[config.mk]
export PLATFORM = sky130hd
export DESIGN_NAME = morse_char_assembler
export DESIGN_NICKNAME = d
export VERILOG_FILES = /design/src/rtl/morse_pkg.sv /design/src/rtl/morse_lut.sv /design/src/rtl/morse_char_assembler.sv
export SDC_FILE = /design/constraint.sdc
export NUM_CORES = 1
export LEC_CHECK = 0
export CORE_AREA = 2 2 133 83
export CTS_BUF_LIST = sky130_fd_sc_hd__clkbuf_8
export CTS_CLUSTER_SIZE = 24
export DETAILED_ROUTE_END_ITERATION = 10
export DIE_AREA = 0 0 135 85
export PLACE_DENSITY = 0.44
export SETUP_SLACK_MARGIN = 0.05
export SLEW_MARGIN = 20
export SYNTH_ARGS = -nofsm -noshare
export SYNTH_HDL_FRONTEND = slang
export SYNTH_SLANG_ARGS = --single-unit
[constraint.sdc]
create_clock -name clk -period 2 [get_ports clk]
set_input_delay 0.5 -clock clk [delete_from_list [all_inputs] [get_ports clk]]
set_output_delay 0.5 -clock clk [all_outputs]
set_load 0.02 [all_outputs]
[src/rtl/morse_pkg.sv]
// Shared types and constants for the Morse character assembler.
//   - state_e        : assembler FSM encoding
//   - ASCII_QMARK    : character pushed for unknown or over-long codes
//   - ASCII_SPACE    : character pushed on a word gap
//   - MAX_SYM_DEF    : default maximum symbols per character
//   - CNT_W / CHAR_W : symbol-count and character widths
package morse_pkg;

  localparam int unsigned MAX_SYM_DEF = 5;
  localparam int unsigned PAT_W_DEF   = MAX_SYM_DEF;
  localparam int unsigned CNT_W       = 3;
  localparam int unsigned CHAR_W      = 8;
  // Longest code the lookup table knows about (digits are five symbols).
  localparam int unsigned LUT_PAT_W   = 5;

  localparam logic [CHAR_W-1:0] ASCII_QMARK = 8'h3F;
  localparam logic [CHAR_W-1:0] ASCII_SPACE = 8'h20;

  typedef enum logic [1:0] {
    IDLE       = 2'd0,
    COLLECT    = 2'd1,
    EMIT       = 2'd2,
    EMIT_SPACE = 2'd3
  } state_e;

endpackage

[src/rtl/morse_lut.sv]
// Combinational Morse-to-ASCII lookup for A-Z and 0-9.
// Ports:
//   i_count   : number of symbols in the code (1..5 meaningful)
//   i_pattern : symbols, first symbol at bit i_count-1, dot=0 dash=1
//   o_ascii   : translated character, '?' when the code is unknown
//   o_valid   : 1 when the code maps to a known character
module morse_lut
  import morse_pkg::*;
#(
  parameter int unsigned MAX_SYM = MAX_SYM_DEF
) (
  input  logic [CNT_W-1:0]   i_count,
  input  logic [MAX_SYM-1:0] i_pattern,
  output logic [CHAR_W-1:0]  o_ascii,
  output logic               o_valid
);

  // Bits above i_count are always zero, so an exact match on {count, pattern} works.
  logic [LUT_PAT_W-1:0] w_pat;
  logic [CHAR_W-1:0]    w_code;

  assign w_pat = LUT_PAT_W'(i_pattern);

  always_comb begin
    w_code = 8'h00;
    case ({i_count, w_pat})
      {3'd1, 5'b00000}: w_code = "E";
      {3'd1, 5'b00001}: w_code = "T";
      {3'd2, 5'b00001}: w_code = "A";
      {3'd2, 5'b00000}: w_code = "I";
      {3'd2, 5'b00011}: w_code = "M";
      {3'd2, 5'b00010}: w_code = "N";
      {3'd3, 5'b00100}: w_code = "D";
      {3'd3, 5'b00110}: w_code = "G";
      {3'd3, 5'b00101}: w_code = "K";
      {3'd3, 5'b00111}: w_code = "O";
      {3'd3, 5'b00010}: w_code = "R";
      {3'd3, 5'b00000}: w_code = "S";
      {3'd3, 5'b00001}: w_code = "U";
      {3'd3, 5'b00011}: w_code = "W";
      {3'd4, 5'b01000}: w_code = "B";
      {3'd4, 5'b01010}: w_code = "C";
      {3'd4, 5'b00010}: w_code = "F";
      {3'd4, 5'b00000}: w_code = "H";
      {3'd4, 5'b00111}: w_code = "J";
      {3'd4, 5'b00100}: w_code = "L";
      {3'd4, 5'b00110}: w_code = "P";
      {3'd4, 5'b01101}: w_code = "Q";
      {3'd4, 5'b00001}: w_code = "V";
      {3'd4, 5'b01001}: w_code = "X";
      {3'd4, 5'b01011}: w_code = "Y";
      {3'd4, 5'b01100}: w_code = "Z";
      {3'd5, 5'b11111}: w_code = "0";
      {3'd5, 5'b01111}: w_code = "1";
      {3'd5, 5'b00111}: w_code = "2";
      {3'd5, 5'b00011}: w_code = "3";
      {3'd5, 5'b00001}: w_code = "4";
      {3'd5, 5'b00000}: w_code = "5";
      {3'd5, 5'b10000}: w_code = "6";
      {3'd5, 5'b11000}: w_code = "7";
      {3'd5, 5'b11100}: w_code = "8";
      {3'd5, 5'b11110}: w_code = "9";
      default:          w_code = 8'h00;
    endcase
  end

  assign o_valid = (w_code != 8'h00);
  assign o_ascii = o_valid ? w_code : ASCII_QMARK;

endmodule

[src/rtl/morse_char_assembler.sv]
// Assembles dot/dash/letter-gap/word-gap pulses into ASCII characters and
// buffers them in a small FIFO with a valid/ready output.
// Ports:
//   clk, reset_n           : clock, async active-low reset
//   dot_in/dash_in         : symbol pulses (dash wins if both)
//   lg_in/wg_in            : letter-gap / word-gap pulses (wg wins)
//   char_out/char_valid    : FIFO head and not-empty flag
//   char_ready             : consumer accept; transfer on valid & ready
//   sym_count              : symbols collected for the current character
//   overflow/too_long      : sticky error flags, cleared only by reset
module morse_char_assembler
  import morse_pkg::*;
#(
  parameter int unsigned MAX_SYM    = MAX_SYM_DEF,
  parameter int unsigned FIFO_DEPTH = 4
) (
  input  logic              clk,
  input  logic              reset_n,
  input  logic              dot_in,
  input  logic              dash_in,
  input  logic              lg_in,
  input  logic              wg_in,
  output logic [CHAR_W-1:0] char_out,
  output logic              char_valid,
  input  logic              char_ready,
  output logic [CNT_W-1:0]  sym_count,
  output logic              overflow,
  output logic              too_long
);

  localparam int unsigned AW = $clog2(FIFO_DEPTH);
  localparam int unsigned PW = AW + 1;

  state_e               r_state,      w_state_nxt;
  logic [MAX_SYM-1:0]   r_pattern,    w_pattern_nxt;
  logic [CNT_W-1:0]     r_count,      w_count_nxt;
  logic                 r_invalid,    w_invalid_nxt;
  logic                 r_pending,    w_pending_nxt;
  logic                 r_last_space, w_last_space_nxt;
  logic                 r_too_long,   w_too_long_nxt;
  logic                 r_overflow;

  logic                 w_push;
  logic [CHAR_W-1:0]    w_push_data;
  logic [CHAR_W-1:0]    w_lut_ascii;
  logic                 w_lut_valid;
  logic                 w_sym_any;
  logic                 w_sym_bit;

  logic [CHAR_W-1:0]    r_mem [FIFO_DEPTH];
  logic [PW-1:0]        r_wr_ptr;
  logic [PW-1:0]        r_rd_ptr;
  logic                 w_empty;
  logic                 w_full;
  logic                 w_pop;
  logic                 w_push_ok;
  logic                 w_drop;

  // Dash outranks dot when both arrive together.
  assign w_sym_any = dot_in | dash_in;
  assign w_sym_bit = dash_in;

  morse_lut #(
    .MAX_SYM (MAX_SYM)
  ) u_lut (
    .i_count   (r_count),
    .i_pattern (r_pattern),
    .o_ascii   (w_lut_ascii),
    .o_valid   (w_lut_valid)
  );

  // FSM state and collection registers.
  always_ff @(posedge clk or negedge reset_n) begin
    if (!reset_n) begin
      r_state      <= IDLE;
      r_pattern    <= '0;
      r_count      <= '0;
      r_invalid    <= 1'b0;
      r_pending    <= 1'b0;
      r_last_space <= 1'b0;
      r_too_long   <= 1'b0;
    end else begin
      r_state      <= w_state_nxt;
      r_pattern    <= w_pattern_nxt;
      r_count      <= w_count_nxt;
      r_invalid    <= w_invalid_nxt;
      r_pending    <= w_pending_nxt;
      r_last_space <= w_last_space_nxt;
      r_too_long   <= w_too_long_nxt;
    end
  end

  // Next-state, collection and FIFO-push decode.
  always_comb begin
    w_state_nxt      = r_state;
    w_pattern_nxt    = r_pattern;
    w_count_nxt      = r_count;
    w_invalid_nxt    = r_invalid;
    w_pending_nxt    = r_pending;
    w_last_space_nxt = r_last_space;
    w_too_long_nxt   = r_too_long;
    w_push           = 1'b0;
    w_push_data      = 8'h00;

    case (r_state)
      IDLE: begin
        if (wg_in) begin
          // Suppress back-to-back spaces from repeated word gaps.
          if (!r_last_space) w_state_nxt = EMIT_SPACE;
        end else if (!lg_in && w_sym_any) begin
          w_pattern_nxt = MAX_SYM'(w_sym_bit);
          w_count_nxt   = CNT_W'(1);
          w_state_nxt   = COLLECT;
        end
      end

      COLLECT: begin
        if (wg_in) begin
          w_pending_nxt = 1'b1;
          w_state_nxt   = EMIT;
        end else if (lg_in) begin
          w_state_nxt   = EMIT;
        end else if (w_sym_any) begin
          if (r_count < CNT_W'(MAX_SYM)) begin
            w_pattern_nxt = (r_pattern << 1) | MAX_SYM'(w_sym_bit);
            w_count_nxt   = r_count + CNT_W'(1);
          end else begin
            w_too_long_nxt = 1'b1;
            w_invalid_nxt  = 1'b1;
          end
        end
      end

      EMIT: begin
        w_push           = 1'b1;
        w_push_data      = (r_invalid || !w_lut_valid) ? ASCII_QMARK : w_lut_ascii;
        w_pattern_nxt    = '0;
        w_count_nxt      = '0;
        w_invalid_nxt    = 1'b0;
        w_last_space_nxt = 1'b0;
        w_state_nxt      = r_pending ? EMIT_SPACE : IDLE;
      end

      EMIT_SPACE: begin
        w_push           = 1'b1;
        w_push_data      = ASCII_SPACE;
        w_last_space_nxt = 1'b1;
        w_pending_nxt    = 1'b0;
        w_state_nxt      = IDLE;
      end

      default: w_state_nxt = IDLE;
    endcase
  end

  // Extra pointer bit distinguishes full from empty.
  assign w_empty   = (r_wr_ptr == r_rd_ptr);
  assign w_full    = (r_wr_ptr[AW] != r_rd_ptr[AW]) &&
                     (r_wr_ptr[AW-1:0] == r_rd_ptr[AW-1:0]);
  assign w_pop     = !w_empty && char_ready;
  // A same-cycle pop frees the slot a push into a full FIFO needs.
  assign w_push_ok = w_push && (!w_full || w_pop);
  assign w_drop    = w_push && w_full && !w_pop;

  // Output FIFO storage, pointers and overflow flag.
  always_ff @(posedge clk or negedge reset_n) begin
    if (!reset_n) begin
      for (int i = 0; i < int'(FIFO_DEPTH); i++) r_mem[i] <= '0;
      r_wr_ptr   <= '0;
      r_rd_ptr   <= '0;
      r_overflow <= 1'b0;
    end else begin
      if (w_push_ok) begin
        r_mem[r_wr_ptr[AW-1:0]] <= w_push_data;
        r_wr_ptr                <= r_wr_ptr + PW'(1);
      end
      if (w_pop) r_rd_ptr <= r_rd_ptr + PW'(1);
      if (w_drop) r_overflow <= 1'b1;
    end
  end

  assign char_out   = r_mem[r_rd_ptr[AW-1:0]];
  assign char_valid = !w_empty;
  assign sym_count  = r_count;
  assign overflow   = r_overflow;
  assign too_long   = r_too_long;

endmodule
==> impl_results.md <==
- Status: complete, but fails checks
- Failing checks: setup timing
- H-tree level count: 2
- Post-DRT Antenna Nets: 0
- Maxcap violations: 0
- Post-synthesis cell count: 314
- Fin crit share: 111%
- Most common cell in the netlist: dfrtp_1
- Critical Path Fanout Max: 6
- First-pass GRT wire length: 14,600 µm
- Synth cell types: 60
- Fillcell total: 1,032
- Num rows: 29
- Minimum clock period: 2220 ps
- Deepest clock path buffer count: 2
- ANT cells: 0
- Boundary pin count: 21
- Synth Area per Inst: 9.56 µm²
- PD cells: 1610 nW/µm²
- Post-cts hold buffer count: 0
- Post-synth top cells: dfrtp_1, o21ai_0, nand2_1
- Clock-pin slew on the worst setup and hold paths: 90 ps
- Share of cells above drive strength 1: 40.2%
- Leak pwr: 1.85 nW
- DIE HEIGHT: 85 µm
- Largest net degree at the start of global routing: 50
- TNS Setup: -3440 ps
- Routed Wire Length: 8950 µm
- Starting DRT DRC Count: 142
- Placeable Area: 10,300 µm²
- Syn-to-layout area delta: 42.5%
- Hold Crit Class: primary input to async pin
- WL per Instance: 16.4 µm
- # setup viols final: 26
- Worst EP required: 2180 ps
- Final Skew: 9.19 ps
- Sequential area share after synthesis: 40.9%
- Yosys warning total: 0
- #FFs+latches synth: 49
- Leading area contributor after synthesis: dfrtp_1
- Clk sinks: 49
- F_max: 450 MHz
- Arrival time at the worst endpoint: 2410 ps
- Initial antenna violation count: 0
- Post-synth EDFFs: 0
- Root Driver: clkbuf_8
- Via count: 2,753
- Ys async rst share: 100%
- Post-route setup slack: -223 ps
- Initial Utilization: 29.1%
- Num CTS Buffers: 5
- Via-per-instance ratio: 5.03
- Hold Vio Cnt, Final: 0
- Setup crit end kind: flop
- RSZ-0062 raised after global routing: true
- DRC violations left: 0
- Slew Viols, Final: 0
- Critical path class: flop to flop
- Maximum VDD drop: 0.000582 V
- Top post-synthesis cells by area: dfrtp_1, o21ai_0, mux4_2
- Tot GR Track Use: 16.5%
- Worst reg2reg setup slack: -220 ps
- Cell Area, Synth: 3000 µm²
- CTS tree: yes
- Number of nets in the layout: 426
- Overall power: 6.90 mW
- Gpl congestion: 0.881
- Launch point of the worst reg-to-reg path: r_pattern[4]
- Number of port buffers: 19
- Final Non-Filler Cells: 547
- DR pass1 iterations: 4
- Synth Flop Type: dfrtp_1
- Die width: 135 µm
- Syn Nets: 332
- Final Hold Slack: 163 ps
- GRT overflow: 0
- Dpl hpwl: 6620 µm
- Startpoint types: flop
- Cells after DPL: 525
- Crit. Startpoint: r_pattern[4]
- Worst-Skew Late Latency: 300 ps
- Number of global-route vias before repair: 2,638
- Die ar.: 11,500 µm²
- Post-synth top area share: 40.9%
through the flow:
step / cell area (µm²) / setup WS [ps] / util (%)
2_1_floorplan: 3020 / -245 / -
4_1_cts: 4150 / -196 / 40.3
3_3_place_gp: 3840 / -319 / 37.3
3_5_place_dp: 3840 / -326 / 37.3
6_report: 4270 / -223 / 41.5
5_1_grt: 4270 / -337 / 41.5
flip-flops by register name, indices dropped and copies added (netlist names):
| name | flops |
|---|---|
| r_state | 2 |
| too_long | 1 |
| r_pattern | 5 |
| r_rd_ptr | 3 |
| r_pending | 1 |
| r_wr_ptr | 3 |
| overflow | 1 |
| sym_count | 3 |
| r_last_space | 1 |
| r_invalid | 1 |
| r_mem | 28 |
worst max-delay path: stages, from the launching register on:
cell and delay (ps):
dfrtp_2 480, or4b_4 610, a21oi_4 160, nor4_2 80, or4b_4 510, mux2_2 280
power breakdown:
part | internal (mW) | total [mW] | switching [mW]
logic | 2.31 | 4.60 | 2.29
registers | 1.38 | 1.71 | 0.331
clock network | 0.270 | 0.597 | 0.326
kinds of logic (layout without fill, tap and decap cells):
family,count (synthesis),count (layout),synth area share (%)
AO/OA/AOI/OAI,84,84,17.8
XOR/XNOR,10,10,2.92
adder cells (fa/ha/maj),11,11,4.59
buffers and inverters,31,125,4.67
flip-flops,49,49,40.9
multiplexers,16,16,8.51
other,1,1,0.125
AND/OR/NAND/NOR,112,112,20.5
path summary, 6_finish.rpt:
kind                           endpoint  depth (start not counted)
setup reg to reg               r_mem[5]                          5
hold / removal                r_mem[17]                          2
hold reg to reg                overflow                          1
min in group clk               overflow                          1
max in group asynchronous  sym_count[2]                          2
setup / recovery               r_mem[5]                          5
cell type report:
type	count	area, µm²	area share, %
multi-input cells	234	1820	42.7
clock buffers	6	82.6	1.93
repair buffers	105	906	21.2
inverters	13	48.8	1.14
well taps	139	174	4.07
clock inverters	1	3.75	0.0878
flip-flops and latches	49	1240	28.9
cell usage in the layout (no fill, tap or decap), types with 9 or more instances in the layout:
cell,count
a21oi_1,10
buf_4,77
buf_6,13
dfrtp_1,41
ha_1,11
inv_1,13
nand2_1,39
nand3_1,11
nor2_1,9
o21ai_0,27
o21ai_1,12
metal layers:
layer	up-vias	routed length, µm	global-route usage [%]
li1	1319	-	-
met1	1353	5070	27.9
met2	77	3440	21.2
met3	4	404	3.11
met4	0	39	2.46
met5	-	0	0
repair_timing:
action,4_1_cts,5_1_grt
hold endpoints to repair,0,0
endpoints found under the setup margin,39,37
pin swaps,6,7
resized for setup,88,26
buffers inserted,14,3
(Power assumes the default switching activity.)
